--- config.mk ---
export PLATFORM = sky130hd
export DESIGN_NAME = rf_write_arbiter
export DESIGN_NICKNAME = d
export VERILOG_FILES = /design/src/rtl/rf_pkg.sv /design/src/rtl/rr_arb2.sv /design/src/rtl/rf_write_arbiter.sv
export SDC_FILE = /design/constraint.sdc
export NUM_CORES = 1
export LEC_CHECK = 0
export CAP_MARGIN = 0
export CORE_UTILIZATION = 39
export DETAILED_ROUTE_END_ITERATION = 10
export PLACE_DENSITY = 0.82
export SLEW_MARGIN = 0
export SYNTH_ARGS = -nofsm -noshare
export SYNTH_HDL_FRONTEND = slang
export SYNTH_SLANG_ARGS = --single-unit
--- constraint.sdc ---
create_clock -name CLK -period 2.35 [get_ports CLK]
set_clock_uncertainty 0.15 [all_clocks]
set_input_delay 0.3525 -clock CLK [delete_from_list [all_inputs] [get_ports CLK]]
set_output_delay 0.3525 -clock CLK [all_outputs]
set_load 0.01 [all_outputs]
--- src/rtl/rf_pkg.sv ---
// Shared constants and types for the register-file write-port arbiter.
package rf_pkg;

  localparam int DATA_W = 32;
  localparam int RNUM_W = 5;
  localparam int NREGS  = 16;

  typedef enum logic {
    REQ_A = 1'b0,
    REQ_M = 1'b1
  } req_e;

  typedef struct packed {
    logic              we;
    logic [RNUM_W-1:0] regnum;
    logic [DATA_W-1:0] data;
  } wport_t;

endpackage

--- src/rtl/rr_arb2.sv ---
// Two-way round-robin arbiter (ALU vs load); ptr names the requester favoured in a conflict.
module rr_arb2
  import rf_pkg::*;
(
  input  logic CLK,
  input  logic RST,
  input  logic a_valid,
  input  logic m_valid,
  output logic a_ready,
  output logic m_ready,
  output req_e grant
);

  req_e ptr;

  // Ready depends only on the other side's valid, never on the requester's own valid.
  assign a_ready = !m_valid || (ptr == REQ_A);
  assign m_ready = !a_valid || (ptr == REQ_M);
  assign grant   = (a_valid && a_ready) ? REQ_A : REQ_M;

  always_ff @(posedge CLK) begin
    if (RST) begin
      ptr <= REQ_A;
    end else if (a_valid && a_ready) begin
      ptr <= REQ_M;
    end else if (m_valid && m_ready) begin
      ptr <= REQ_A;
    end
  end

endmodule

--- src/rtl/rf_write_arbiter.sv ---
// Shares the register file write port between ALU and load write-back, with a
// busy scoreboard of in-flight destinations and a sticky illegal-register flag.
module rf_write_arbiter
  import rf_pkg::*;
#(
  parameter int DATA_W = rf_pkg::DATA_W,
  parameter int RNUM_W = rf_pkg::RNUM_W,
  parameter int NREGS  = rf_pkg::NREGS
) (
  input  logic              CLK,
  input  logic              RST,
  input  logic              a_valid,
  output logic              a_ready,
  input  logic [RNUM_W-1:0] a_regnum,
  input  logic [DATA_W-1:0] a_data,
  input  logic              m_valid,
  output logic              m_ready,
  input  logic [RNUM_W-1:0] m_regnum,
  input  logic [DATA_W-1:0] m_data,
  input  logic              iss_valid,
  input  logic [RNUM_W-1:0] iss_regnum,
  output logic              rf_we,
  output logic [RNUM_W-1:0] rf_regnum,
  output logic [DATA_W-1:0] rf_data,
  output logic [NREGS-1:0]  busy,
  output logic              err
);

  localparam logic [RNUM_W:0] NREGS_X = (RNUM_W+1)'(NREGS);

  req_e              grant;
  logic              xfer;
  logic [RNUM_W-1:0] w_regnum;
  logic [DATA_W-1:0] w_data;
  logic              w_illegal;
  logic              w_write;
  logic              iss_illegal;
  logic              iss_set;
  logic [NREGS-1:0]  busy_next;
  wport_t            wport_q;

  rr_arb2 u_arb (
    .CLK     (CLK),
    .RST     (RST),
    .a_valid (a_valid),
    .m_valid (m_valid),
    .a_ready (a_ready),
    .m_ready (m_ready),
    .grant   (grant)
  );

  assign xfer     = (a_valid && a_ready) || (m_valid && m_ready);
  assign w_regnum = (grant == REQ_M) ? m_regnum : a_regnum;
  assign w_data   = (grant == REQ_M) ? m_data : a_data;

  assign w_illegal   = xfer && ({1'b0, w_regnum} >= NREGS_X);
  assign w_write     = xfer && !w_illegal && (w_regnum != '0);
  assign iss_illegal = iss_valid && ({1'b0, iss_regnum} >= NREGS_X);
  assign iss_set     = iss_valid && !iss_illegal && (iss_regnum != '0);

  always_ff @(posedge CLK) begin
    if (RST) begin
      wport_q <= '0;
    end else begin
      wport_q.we <= w_write;
      if (w_write) begin
        wport_q.regnum <= w_regnum;
        wport_q.data   <= w_data;
      end
    end
  end

  assign rf_we     = wport_q.we;
  assign rf_regnum = wport_q.regnum;
  assign rf_data   = wport_q.data;

  // Clear on commit first, then set on issue, so a newer in-flight write keeps the bit.
  always_comb begin
    busy_next = busy;
    for (int unsigned i = 0; i < NREGS; i++) begin
      if (rf_we && (rf_regnum == RNUM_W'(i))) begin
        busy_next[i] = 1'b0;
      end
      if (iss_set && (iss_regnum == RNUM_W'(i))) begin
        busy_next[i] = 1'b1;
      end
    end
  end

  always_ff @(posedge CLK) begin
    if (RST) begin
      busy <= '0;
      err  <= 1'b0;
    end else begin
      busy <= busy_next;
      if (w_illegal || iss_illegal) begin
        err <= 1'b1;
      end
    end
  end

endmodule

==> impl_metrics.xml <==
<?xml version="1.0" encoding="UTF-8"?>
<metrics>
  <group name="status">
    <metric name="run_status" unit="">complete, but fails checks</metric>
    <metric name="failed_checks" unit="">DRC</metric>
  </group>
  <group name="yosys">
    <metric name="yosys_warnings" unit="">0</metric>
    <metric name="yosys.area.top_type" unit="">dfxtp_1</metric>
    <metric name="synth-async-reset-ratio" unit="%">0</metric>
    <metric name="synth_top_flop_cell" unit="">dfxtp_1</metric>
    <metric name="yosys-top-cells-area" unit="">dfxtp_1 43%, mux2i_1 12%, a21oi_1 9.5%, a211oi_2 8.1%, a211oi_1 4.3%</metric>
    <metric name="post_synth_instance_area" unit="µm²">2630</metric>
    <metric name="netlist_instances" unit="">277</metric>
    <metric name="synthDominantCellAreaShare" unit="%">42.6</metric>
    <metric name="synth.avg_cell_area" unit="µm²">9.50</metric>
    <metric name="synth_enable_flop_cells" unit="">0</metric>
    <metric name="ys_ff_latch" unit="">56</metric>
    <metric name="seq_area_frac_synth" unit="%">42.6</metric>
    <metric name="yosys.cell_types.count" unit="">33</metric>
    <metric name="synth_fp_nets" unit="">361</metric>
  </group>
  <group name="finish">
    <metric name="area.growth.synth_to_final" unit="%">62.7</metric>
    <metric name="post_layout_nonfiller_instances" unit="">492</metric>
    <metric name="fillerInstances" unit="">524</metric>
    <metric name="finish.utilization" unit="%">66.6</metric>
    <metric name="drive_gt1_share" unit="%">11.3</metric>
    <metric name="num-nets-final" unit="">499</metric>
    <metric name="antenna-diode-count" unit="">0</metric>
    <metric name="multi_input_comb_area" unit="µm²">1390</metric>
    <metric name="seq_area" unit="µm²">1120</metric>
    <metric name="final_design_area_no_fill" unit="µm²">4280</metric>
  </group>
  <group name="place">
    <metric name="numPortBuffers" unit="">140</metric>
    <metric name="numPlacedInstances" unit="">485</metric>
    <metric name="gpl.final_weighted_congestion" unit="">0.802</metric>
    <metric name="placement.cell_area" unit="µm²">4150</metric>
    <metric name="detailed_place_hpwl" unit="µm">5940</metric>
  </group>
  <group name="clock_tree">
    <metric name="post_cts_hold_buffer_count" unit="">0</metric>
    <metric name="cts.reportedPaths.clkPinSlew" unit="ps">90</metric>
    <metric name="clock_latency" unit="ps">300</metric>
    <metric name="cts_buffers" unit="">5</metric>
    <metric name="cts.repair_timing.setup_buffer_count" unit="">0</metric>
    <metric name="cts.sink_count" unit="">56</metric>
    <metric name="clockRootBuffer" unit="">clkbuf_8</metric>
    <metric name="cts-root-to-sink-buffers" unit="">2</metric>
    <metric name="htree_num_levels" unit="">2</metric>
    <metric name="postCtsResizedCells" unit="">0</metric>
    <metric name="cts_tree" unit="">built</metric>
  </group>
  <group name="critical_path">
    <metric name="setup.worst_path.class" unit="">in -&gt; reg</metric>
    <metric name="timing.critical_path.cells" unit="">clkdlybuf4s50_1, nor4_1, mux2i_4, and2_4, buf_12, a211oi_1</metric>
    <metric name="cp_data_required_time" unit="ps">2410</metric>
    <metric name="critPathLaunch" unit="">m_regnum[2]</metric>
    <metric name="critPathArrivalTime" unit="ps">2200</metric>
    <metric name="critPathTopFamily" unit="">simple AND/OR/NAND/NOR gates</metric>
    <metric name="reg_to_reg_start" unit="">u_arb.ptr$_SDFFE_PP0P_</metric>
    <metric name="critPathBufInv" unit="">2</metric>
    <metric name="library_cell_contributing_the_largest_single_delay_on_the_critical_path" unit="">nor4_1</metric>
    <metric name="crit_path_max_fanout" unit="">21</metric>
    <metric name="slowest_cell_delay_on_critical_path" unit="ps">570</metric>
    <metric name="critPathCaptureType" unit="">flip-flop</metric>
    <metric name="startpoint_type" unit="">input pin</metric>
  </group>
  <group name="pwr">
    <metric name="worst_ir_drop_vdd" unit="mV">0.362</metric>
    <metric name="leakagePower" unit="nW">1.58</metric>
    <metric name="power-per-cell-area" unit="nW/µm²">569</metric>
  </group>
  <group name="sta">
    <metric name="fmax" unit="GHz">0.466</metric>
    <metric name="timing.max_slew.rel_slack" unit="%">56.3</metric>
    <metric name="setup_violations" unit="">0</metric>
    <metric name="final-hold-violation-count" unit="">0</metric>
    <metric name="slew_viol_final" unit="">0</metric>
    <metric name="rsz0062_at_grt" unit="">false</metric>
    <metric name="timing.final.crit_share" unit="%">91.4</metric>
    <metric name="layout_min_cycle_time" unit="ps">2150</metric>
    <metric name="max_slew.worst_pin.slew" unit="ps">655</metric>
  </group>
  <group name="floorplanning">
    <metric name="core_area" unit="µm²">6420</metric>
    <metric name="design.die.area" unit="µm²">7080</metric>
    <metric name="die_y" unit="µm">84.1</metric>
    <metric name="floorplan.initialDensity" unit="%">41.0</metric>
    <metric name="top_level_ports" unit="">141</metric>
    <metric name="num_rows" unit="">29</metric>
    <metric name="dieWidth" unit="µm">84.1</metric>
  </group>
  <group name="global_route">
    <metric name="grt_antenna_before_repair" unit="">0</metric>
    <metric name="grt_pass1_vias" unit="">2593</metric>
    <metric name="grtUsageTotal" unit="%">21.9</metric>
    <metric name="grt_first_pass_wirelength" unit="µm">12400</metric>
    <metric name="grt.overflow.total" unit="">0</metric>
    <metric name="maximum_number_of_pins_on_one_net_before_global_route_repair" unit="">35</metric>
  </group>
  <group name="drt">
    <metric name="drt_first_iter_violations" unit="">117</metric>
    <metric name="number_of_vias_in_the_routed_layout" unit="">2646</metric>
    <metric name="drt-pass1-iter-count" unit="">8</metric>
    <metric name="detail_route.wl_per_cell" unit="µm">15.6</metric>
    <metric name="finalWirelength" unit="µm">7670</metric>
    <metric name="vias_per_cell" unit="">5.38</metric>
    <metric name="antenna_left" unit="">0</metric>
    <metric name="post-route-drc-count" unit="">18</metric>
  </group>
  <group name="worst_hold_path">
    <metric name="timing.hold.worst.start" unit="">busy[0]$_SDFFE_PP0P_</metric>
    <metric name="hold_wc_path_type" unit="">reg -&gt; reg</metric>
  </group>
  <group name="flow_run">
    <metric name="drv_cap" unit="">0</metric>
  </group>
</metrics>
## cell type report
class                           instances  area share (%)
Tap cell                               77            2.25
Sequential cell                        56            26.2
Clock inverter                          2            1.40
Timing Repair Buffer                  154            36.0
Clock buffer                            5            1.61
Multi-Input combinational cell        196            32.4
Inverter                                2           0.175
## path summary, 6_finish.rpt
kind,to,slack (ps),cells past startpoint
max,rf_data[24]$_SDFFE_PP0P_,200,6
min,busy[0]$_SDFFE_PP0P_,330,1
max reg2reg,rf_data[24]$_SDFFE_PP0P_,530,5
min reg2reg,busy[0]$_SDFFE_PP0P_,330,1
## cells in the mapped netlist (2+ instances only)
master / n
nand3_1: 7
nor2_1: 4
clkbuf_1: 10
buf_6: 3
nand3b_1: 2
nand2_1: 20
o21ai_1: 11
nand2b_1: 8
dfxtp_1: 56
inv_1: 2
buf_2: 9
nor3b_1: 3
a211oi_2: 17
nor4_1: 3
o22ai_1: 2
a211oi_1: 15
a21oi_1: 50
nor2b_1: 4
a311oi_1: 2
mux2i_1: 32
o21ai_0: 4
mux2_2: 2
## per-stage QoR
stage	setup WS, ps	total power (W)	TNS [ps]	hold WS [ps]
3_5_place_dp	-11.3	0.00174	-26.8	325
6_report	203	0.00243	0	333
5_1_grt	126	0.00255	0	359
4_1_cts	196	0.00245	0	338
2_1_floorplan	571	0.00138	0	343
3_3_place_gp	65.4	0.00172	0	314
## sequential cells by signal, indices dropped and copies added (netlist names)
register   count
rf_data       32
busy          16
rf_regnum      5
err            1
rf_we          1
u_arb.ptr      1
## logic make-up after synthesis
family / share of synthesized area (%)
AOI/OAI and AO/OA: 27.7
and+or+nand+nor: 11.2
buffers and inverters: 4.99
muxes: 13.6
DFF: 42.6
## layer usage
layer  GRT usage [%]  vias up  part of all wire (%)
met1            26.3     1226                    40
li1                -     1299                     -
met3            4.82        7                   7.6
met5               0        -                     0
met4            3.92        0                  0.68
met2            40.5      114                    52
## where the power goes
group	internal, W	leakage [nW]	switching [W]
combinational	0.000374	1.06	0.000276
clock	0.000420	0.0642	0.000300
sequential	0.00102	0.460	0.0000476
total	0.00181	1.58	0.000623
## layout by cell type (no fill, tap or decap), types with 3 or more instances in the layout
master           instances
nor2_1                   4
a21oi_1                 50
mux2i_1                 32
dfxtp_1                 56
a211oi_1                15
a211oi_2                17
nand3_1                  7
nand2b_1                 8
clkbuf_8                 5
nor4_1                   3
buf_12                   3
clkdlybuf4s50_1        139
o21ai_1                 11
nand2_1                 20
buf_4                   11
o21ai_0                  4
nor3b_1                  3
nor2b_1                  4
Note: power is estimated with default switching activity, not from simulation.
